File: config.mk
export PLATFORM = sky130hd
export DESIGN_NAME = pin_bus_responder
export DESIGN_NICKNAME = d
export VERILOG_FILES = /design/src/rtl/bus_pkg.sv /design/src/rtl/sync_ff.sv /design/src/rtl/pin_bus_responder.sv
export SDC_FILE = /design/constraint.sdc
export NUM_CORES = 1
export LEC_CHECK = 0
export CAP_MARGIN = 20
export CORE_ASPECT_RATIO = 1.5
export CORE_MARGIN = 3
export CORE_UTILIZATION = 30
export DETAILED_ROUTE_END_ITERATION = 8
export HOLD_SLACK_MARGIN = 0.05
export PLACE_DENSITY = 0.63
export SYNTH_ARGS = -nofsm -noshare
export SYNTH_HDL_FRONTEND = slang
export SYNTH_SLANG_ARGS = --single-unit
File: constraint.sdc
create_clock -name clk -period 4.8 [get_ports clk]
set_input_delay 0.48 -clock clk [delete_from_list [all_inputs] [get_ports clk]]
set_output_delay 0.48 -clock clk [all_outputs]
set_load 0.005 [all_outputs]
File: src/rtl/bus_pkg.sv
// Shared types and constants for the pin bus responder.
// Holds the FSM state enum, frame header layout and frame byte counts.
package bus_pkg;

   typedef enum logic [2:0] {
      S_IDLE,
      S_TX_HOLD,
      S_TX_REL,
      S_RX_WAIT,
      S_RX_REL,
      S_RESP
   } state_t;

   localparam int HDR_WRITE    = 7;
   localparam int HDR_WSTRB_HI = 3;
   localparam int HDR_WSTRB_LO = 0;

   localparam int LOAD_TX_BYTES  = 5;
   localparam int STORE_TX_BYTES = 9;
   localparam int LOAD_RX_BYTES  = 4;
   localparam int STORE_RX_BYTES = 1;

   // Byte idx of the outgoing frame: header, addr LSB first, wdata LSB first.
   function automatic logic [7:0] frame_byte(
      input logic        write,
      input logic [31:0] addr,
      input logic [31:0] wdata,
      input logic [3:0]  wstrb,
      input logic [3:0]  idx
   );
      logic [7:0] b;
      b = '0;
      case (idx)
         4'd0: begin
            b[HDR_WRITE] = write;
            if (write)
               b[HDR_WSTRB_HI:HDR_WSTRB_LO] = wstrb;
         end
         4'd1: b = addr[7:0];
         4'd2: b = addr[15:8];
         4'd3: b = addr[23:16];
         4'd4: b = addr[31:24];
         4'd5: b = wdata[7:0];
         4'd6: b = wdata[15:8];
         4'd7: b = wdata[23:16];
         4'd8: b = wdata[31:24];
         default: b = '0;
      endcase
      return b;
   endfunction

endpackage

File: src/rtl/sync_ff.sv
// Multi-flop synchroniser for one asynchronous pin input.
// Ports: clk, rst_n (sync, active-low), d (async in), q (synchronised out).
module sync_ff #(
   parameter int SYNC_STAGES = 2
) (
   input  logic clk,
   input  logic rst_n,
   input  logic d,
   output logic q
);

   logic [SYNC_STAGES-1:0] ff;

   always_ff @(posedge clk) begin
      if (!rst_n)
         ff <= '0;
      else
         ff <= {ff[SYNC_STAGES-2:0], d};
   end

   assign q = ff[SYNC_STAGES-1];

endmodule

File: src/rtl/pin_bus_responder.sv
// CPU memory-bus responder that tunnels load/store requests to a host over
// 4-phase pin handshakes. Ports: req_* (CPU request), resp_* (CPU response),
// tx_data/tx_req/tx_ack (frame to host), rx_data/rx_req/rx_ack (host reply).
module pin_bus_responder
   import bus_pkg::*;
#(
   parameter int SYNC_STAGES = 2
) (
   input  logic        clk,
   input  logic        rst_n,
   input  logic        req_valid,
   output logic        req_ready,
   input  logic        req_write,
   input  logic [31:0] req_addr,
   input  logic [31:0] req_wdata,
   input  logic [3:0]  req_wstrb,
   output logic        resp_valid,
   output logic [31:0] resp_rdata,
   output logic [7:0]  tx_data,
   output logic        tx_req,
   input  logic        tx_ack,
   input  logic [7:0]  rx_data,
   input  logic        rx_req,
   output logic        rx_ack
);

   state_t      state;
   logic [3:0]  cnt;
   logic        r_write;
   logic [31:0] r_addr;
   logic [31:0] r_wdata;
   logic [3:0]  r_wstrb;
   logic        ack_s;
   logic        rxreq_s;
   logic [3:0]  tx_last;
   logic [3:0]  rx_last;

   sync_ff #(.SYNC_STAGES(SYNC_STAGES)) u_sync_ack (
      .clk   (clk),
      .rst_n (rst_n),
      .d     (tx_ack),
      .q     (ack_s)
   );

   sync_ff #(.SYNC_STAGES(SYNC_STAGES)) u_sync_rxreq (
      .clk   (clk),
      .rst_n (rst_n),
      .d     (rx_req),
      .q     (rxreq_s)
   );

   assign tx_last = r_write ? 4'(STORE_TX_BYTES - 1) : 4'(LOAD_TX_BYTES - 1);
   assign rx_last = r_write ? 4'(STORE_RX_BYTES - 1) : 4'(LOAD_RX_BYTES - 1);

   // Accept is a same-cycle pulse so tx_req can rise on the very next edge.
   assign req_ready = rst_n && (state == S_IDLE) && req_valid;

   always_ff @(posedge clk) begin
      if (!rst_n) begin
         state      <= S_IDLE;
         cnt        <= '0;
         r_write    <= 1'b0;
         r_addr     <= '0;
         r_wdata    <= '0;
         r_wstrb    <= '0;
         resp_valid <= 1'b0;
         resp_rdata <= '0;
         tx_data    <= '0;
         tx_req     <= 1'b0;
         rx_ack     <= 1'b0;
      end else begin
         resp_valid <= 1'b0;
         unique case (state)
            S_IDLE: begin
               if (req_valid) begin
                  r_write    <= req_write;
                  r_addr     <= req_addr;
                  r_wdata    <= req_wdata;
                  r_wstrb    <= req_write ? req_wstrb : 4'd0;
                  tx_data    <= frame_byte(req_write, req_addr,
                                           req_wdata, req_wstrb, 4'd0);
                  tx_req     <= 1'b1;
                  cnt        <= '0;
                  // Doubles as the load assembly buffer; stays 0 for stores.
                  resp_rdata <= '0;
                  state      <= S_TX_HOLD;
               end
            end
            S_TX_HOLD: begin
               if (ack_s) begin
                  tx_req <= 1'b0;
                  state  <= S_TX_REL;
               end
            end
            S_TX_REL: begin
               if (!ack_s) begin
                  if (cnt == tx_last) begin
                     cnt   <= '0;
                     state <= S_RX_WAIT;
                  end else begin
                     cnt     <= cnt + 4'd1;
                     tx_data <= frame_byte(r_write, r_addr, r_wdata,
                                           r_wstrb, cnt + 4'd1);
                     tx_req  <= 1'b1;
                     state   <= S_TX_HOLD;
                  end
               end
            end
            S_RX_WAIT: begin
               if (rxreq_s) begin
                  if (!r_write)
                     resp_rdata[{cnt[1:0], 3'b000} +: 8] <= rx_data;
                  rx_ack <= 1'b1;
                  state  <= S_RX_REL;
               end
            end
            S_RX_REL: begin
               if (!rxreq_s) begin
                  rx_ack <= 1'b0;
                  if (cnt == rx_last) begin
                     cnt        <= '0;
                     resp_valid <= 1'b1;
                     state      <= S_RESP;
                  end else begin
                     cnt   <= cnt + 4'd1;
                     state <= S_RX_WAIT;
                  end
               end
            end
            S_RESP: begin
               state <= S_IDLE;
            end
            default: begin
               state <= S_IDLE;
            end
         endcase
      end
   end

endmodule

; ---- Word level (Yosys, flattened, before mapping)
; Index checks and enable logic that the tools add are counted.
; Widths: inputs -> output; s select.
[op_classes]
eq_ne = 21
addsub = 2
shift = 2
n_reduce_logical = 17
bitwise_logic = 2
mux = 39
[ops]
columns = op, count
row1 = $mux 32, 3
row2 = $pmux 32 s2, 1
row3 = $pmux 4 s9, 1
row4 = $bwmux 32, 1
row5 = $mux 4, 8
row6 = $shift 8x7->32 const A, 1
row7 = $shiftx 8x7->32, 1
row8 = $mux 8, 3
row9 = $pmux 3 s8, 1
row10 = $mux 3, 6
row11 = $eq 4x3->1 const B, 4
row12 = $pmux 8 s2, 1
row13 = $pmux 3 s5, 1
row14 = $pmux 4 s3, 1
row15 = $reduce_and 4->1, 3
row16 = $ne 2x2->1 const B, 5
row17 = $reduce_and 5->1, 2
row18 = $pmux 1 s9, 1
row19 = $eq 4x2->1 const B, 2
row20 = $mux 1, 7
row21 = $neg 5->7, 1
row22 = $eq 3x2->1 const B, 2
row23 = $reduce_bool 2->1, 3
row24 = $reduce_bool 3->1, 2
row25 = other kinds (18), 22
[totals]
output_inout_bits = 44
inputBits = 82
word_cells = 96
register_bits = 123

; ---- Logic depth before layout (Yosys ltp)
[logic_depth]
depth_word = 6
ltp_mapped = 10
ltp_nobuf = 8

; ---- By module
; From an unflattened synthesis, not the netlist that was laid out.
[unflattened]
cells_unflattened = 709
area_unflattened_um2 = 5835.6
[modules_own_cells]
columns = module, area_per_inst_um2, cells_each, seq_area_each_um2, instances
row1 = pin_bus_responder, 5730.5, 701, 2382.3, 1
row2 = sync_ff, 52.6, 4, 40.0, 2

; ---- Least setup slack after synthesis
; Ideal clock, no wire load.
[synth_path]
path_type = register -> register
from = register cnt[0]
to = register tx_data[3]
synth_period_minus_slack_ps = 2633
t_arrival_ps = 2514
n_path_buf = 2
path_stages_with_launch = 11
slack_ps = 2167
t_required_ps = 4681
setup_ps = 119
cell_sequence = dfxtp_1 -> clkbuf_1 -> inv_1 -> ha_1 -> and4b_1 -> or4_4 -> and2_1 -> buf_6 -> nor3_4 -> a31oi_1 -> o221a_1
[synth_between]
elab_chain_len = 6
elab_cells_between_ends = 17
classes_between = add/sub: 1 / eq/ne: 10 / mux: 4 / reduce/logical: 2
[synth_lines]
columns = item, line
row1 = start: declaration, pin_bus_responder.sv:28  ; logic [3:0] cnt;
row2 = start signal: assignment, pin_bus_responder.sv:101  ; cnt <= cnt + 4'd1;
row3 = start signal: assignment, pin_bus_responder.sv:125  ; cnt <= cnt + 4'd1;
row4 = $add 4x1->4, pin_bus_responder.sv:103  ; r_wstrb, cnt + 4'd1);
row5 = "$eq 4x4->1, or another cell as far along", bus_pkg.sv:33  ; case (idx)
row6 = $pmux 4 s9, bus_pkg.sv:33
row7 = $mux 8, pin_bus_responder.sv:97  ; if (cnt == tx_last) begin
row8 = $mux 8, pin_bus_responder.sv:96  ; if (!ack_s) begin
row9 = $pmux 8 s2, pin_bus_responder.sv:73  ; unique case (state)
row10 = end signal: assignment, pin_bus_responder.sv:80  ; tx_data <= frame_byte(req_write, req_addr,
row11 = end signal: assignment, pin_bus_responder.sv:102  ; tx_data <= frame_byte(r_write, r_addr, r_wdata,
row12 = end: declaration, pin_bus_responder.sv:19  ; output logic [7:0] tx_data,
; Several ways; a longest one is shown, not always the timed one. The select of a mux whose other input is x is not followed.
; A chain may end at the register's enable or synchronous reset.

; ---- Final worst setup path
[layout_path]
from = register state[2]
to = output port req_ready
[layout_between]
elab_chain_len = 3
[layout_lines]
columns = item, line
row1 = start: declaration, pin_bus_responder.sv:27  ; state_t state;
row2 = start signal: assignment, pin_bus_responder.sv:60  ; state <= S_IDLE;
row3 = start signal: assignment, pin_bus_responder.sv:86  ; state <= S_TX_HOLD;
row4 = start signal: assignment, pin_bus_responder.sv:92  ; state <= S_TX_REL;
row5 = $logic_not 3->1, pin_bus_responder.sv:56  ; assign req_ready = rst_n && (state == S_IDLE) && req_valid;
row6 = $logic_and 1x1->1 (2 in series), pin_bus_responder.sv:56
row7 = end: declaration, pin_bus_responder.sv:12  ; output logic req_ready,
; No other way between the ends.

==> summary.md <==
| Metric | Value |
|---|---|
| Outcome | complete, no violations |
| Required time worst endpoint | ~4300 ps |
| Layout area overhead | 36.3% |
| PortBufs | 125 |
| Crit path launch type | register |
| Initial antenna violation count | 0 |
| Vias in the first global route | between 5k and 6k |
| EDFF count, synth | 0 |
| VDD IR-drop max | 0.000212 V |
| CTS Root Cell | clkbuf_16 |
| Initial drt markers | 471 |
| H-tree depth | 4 |
| Critical path type | register to output port |
| Skew final | 10.2 ps |
| Reg clk slew, reported paths | 60 ps |
| Final Net Count | between 800 and 900 |
| Unrepaired setup endpoints after global routing | false |
| # clock sinks | 123 |
| Core Area | 17600 µm² |
| Commonest non-fill, non-tap cell in the layout | nand2_1 |
| PostCTS Resize Cnt | 0 |
| Vias post-DR | 5309 |
| Synth Area in XOR/XNOR | 0.00319 |
| Critical path arrival | 2740 ps |
| Leakage | 2.68 nW |
| Setup ws final | 1580 ps |
| Async SR Flop Fraction | 0 |
| Count of pins over their slew limit | 0 |
| DP Worst Slack | around 1600 ps |
| Simple-gate share of the synthesized area | 0.250 |
| Post-Synth Adder-Cell Area | 0.0137 |
| Die Wd | ~120 µm |
| Insertion delay to the later sink of the worst-skew pair | 420 ps |
| Mux cell area share after synthesis | 0.00183 |
| CTS buffer count | 17 |
| FF-to-FF setup slack | between 1500 and 2000 ps |
| Distinct cells, synth | 62 |
| Met3 usage | 0.0334 |
| Cells after Synth | 693 |
| Cell count of the worst reg-to-reg path | 8 |
| Post-Syn Area per Cell | 7.91 µm² |
| Starting Density | 0.311 |
| Routed Antenna Nets | 0 |
| R2r startpoint | cnt[0]$_SDFFE_PN0P_ |
| Fill count | roughly 1.8k |
| Gpl congestion | just under 0.9 |
| Final wirelength | about 18000 µm |
| Layout cell share with drive strength beyond 1 | 0.0616 |
| Compound-gate portion of the synthesized area | 0.244 |
| Final instance area | between 7000 and 8000 µm² |
| Most used DFF post-synth | dfxtp_1 |
| Clock buffer depth | 2 |
| IO Pins | 126 |
| CP Max Fanout | 42 |
| Diode count | 0 |
| Post-Syn Area | 5480 µm² |
| Largest net degree at the start of global routing | 85 |
| DR WL/cell | 17.1 µm |
| Final setup vio count | 0 |
| R2r endpoint | tx_data[3]$_SDFFE_PN0P_ |
| Post-placement cell count | 993 |
| # rows | 59 |
| Post-Layout Cell Count | 1025 |
| Worst-margin pin slew | around 1000 ps |
| Die area | 20000 µm² |
| Slew headroom | 0.341 |
| CTS tree | built |
| Worst setup EP type | output port |
| Setup TNS | 0 ps |
| PD cells | 388 nW/µm² |
| Hold Crit Class | register to register |
| Main combinational cell family by area after synthesis | simple AND/OR/NAND/NOR gates |
| Sequential-to-total area share from yosys stat | 0.449 |
| Max Clk Rate | slightly above 300 MHz |
| End point of the critical path | req_ready |
| Synth Net Count | ~800 |
| Yosys Warn Count | 0 |
| Chip height | between 150 and 200 µm |
| Crit path from | state[2]$_SDFFE_PN0P_ |
| Final HPWL DP | 12800 µm |
| Minimum clock period | 3220 ps |
| Post-cts hold buffer count | 0 |
| Maxcap violations | 0 |
| Worst hold slack | between 400 and 500 ps |
| GRT Total Usage | 0.177 |
| GR met2 Demand/Resource | 0.318 |
| Drt via density | ~5.2 |
| Final critical-path share of the clock period | 0.670 |
| # DRC | 0 |
| Post-CTS Repair Setup Buffers | 0 |
| Post-synthesis register bit count | around 120 |
| Drt pass-1 iters | 6 |
| Gr ovfl total | 0 |
| Final hold viol count | 0 |
| Dpl cell area | 6880 µm² |
| M1 GR Usage | 0.202 |
| First-pass GRT wire length | 27300 µm |
| Commonest cells after routing, fill and taps aside | nand2_1, clkdlybuf4s50_1, dfxtp_1 |
| Busiest layer in global routing | met2 |
-- cell families (layout without fill, tap and decap cells) --
logic type      count (synthesis)  count (layout)
xor+xnor                        2               2
fa+ha+maj                       6               6
mux                             1               1
buf+inv                        53             172
flops                         123             123
compound gates                203             203
simple gates                  305             305
-- flip-flops by register name, summed over array words and instances, names as in the netlist --
| name | cells |
|---|---|
| r_addr | 32 |
| r_wstrb | 4 |
| rx_ack | 1 |
| u_sync_rxreq.ff | 2 |
| resp_rdata | 32 |
| tx_data | 8 |
| cnt | 4 |
| resp_valid | 1 |
| state | 3 |
| tx_req | 1 |
| u_sync_ack.ff | 2 |
| r_write | 1 |
| r_wdata | 32 |
-- where the power goes --
group	total, mW	internal [mW]	switching (mW)
registers	1.16	1.10	0.0665
clock network	1.28	0.773	0.504
logic	0.459	0.195	0.265
total	2.90	2.07	0.835
-- worst min path at each step --
stage	to	cells after the start	slack (ps)	startpoint
after floorplan	u_sync_ack.ff[1]$_SDFF_PN0_	1	410	u_sync_ack.ff[0]$_SDFF_PN0_
after global placement	u_sync_ack.ff[1]$_SDFF_PN0_	1	420	u_sync_ack.ff[0]$_SDFF_PN0_
after detailed placement	u_sync_ack.ff[1]$_SDFF_PN0_	1	420	u_sync_ack.ff[0]$_SDFF_PN0_
after CTS	u_sync_ack.ff[1]$_SDFF_PN0_	1	440	u_sync_ack.ff[0]$_SDFF_PN0_
after global routing	u_sync_ack.ff[1]$_SDFF_PN0_	1	440	u_sync_ack.ff[0]$_SDFF_PN0_
final	u_sync_rxreq.ff[1]$_SDFF_PN0_	1	430	u_sync_rxreq.ff[0]$_SDFF_PN0_
-- layout make-up --
cell class              count  area [µm²]  area share
clock buffers              17         425      0.0569
flip-flops and latches    123        2460       0.330
multi-input cells         517        2820       0.377
well taps                 213         267      0.0357
inverters                   7        26.3     0.00352
repair buffers            133        1310       0.175
clock inverters            15         164      0.0219
-- layer usage --
metal	vias up	wire length (µm)
met5	-	0
met4	0	510
met3	25	778
met2	162	9410
met1	2455	6810
li1	2667	-
-- synth_stat cells, types with 4 or more instances --
| cell | number | area (µm²) |
|---|---|---|
| nand2_1 | 180 | 676 |
| a221oi_1 | 7 | 61.3 |
| a21oi_1 | 82 | 410 |
| o21ai_0 | 19 | 95.1 |
| inv_1 | 7 | 26.3 |
| and3_1 | 8 | 50.1 |
| o211ai_1 | 8 | 60.1 |
| nand2b_1 | 8 | 50.1 |
| a222oi_1 | 8 | 80.1 |
| a211oi_1 | 4 | 30.0 |
| a32oi_1 | 4 | 35.0 |
| a22o_1 | 16 | 140 |
| ha_1 | 6 | 75.1 |
| clkbuf_1 | 38 | 143 |
| dfxtp_1 | 123 | 2460 |
| and2_1 | 8 | 50.1 |
| nand3_1 | 15 | 75.1 |
| a21boi_0 | 13 | 97.6 |
| a22oi_1 | 19 | 143 |
| buf_2 | 4 | 20.0 |
| nor2_1 | 52 | 195 |
| nor3_1 | 8 | 40.0 |
-- metrics by stage --
| step | utilization | total power, mW |
|---|---|---|
| 5_1_grt | 0.424 | 3.03 |
| 3_3_place_gp | 0.390 | 1.64 |
| 6_report | 0.424 | 2.90 |
| 3_5_place_dp | 0.390 | 1.65 |
| 2_1_floorplan | - | 1.45 |
| 4_1_cts | 0.424 | 2.93 |
-- critical path, stage by stage, from the launching register on --
cell and delay (ps):
dfxtp_1 440, nor2_1 270, nand3_2 700, nor2_1 350, clkdlybuf4s50_1 550
Power figures use the tool's default switching activity.
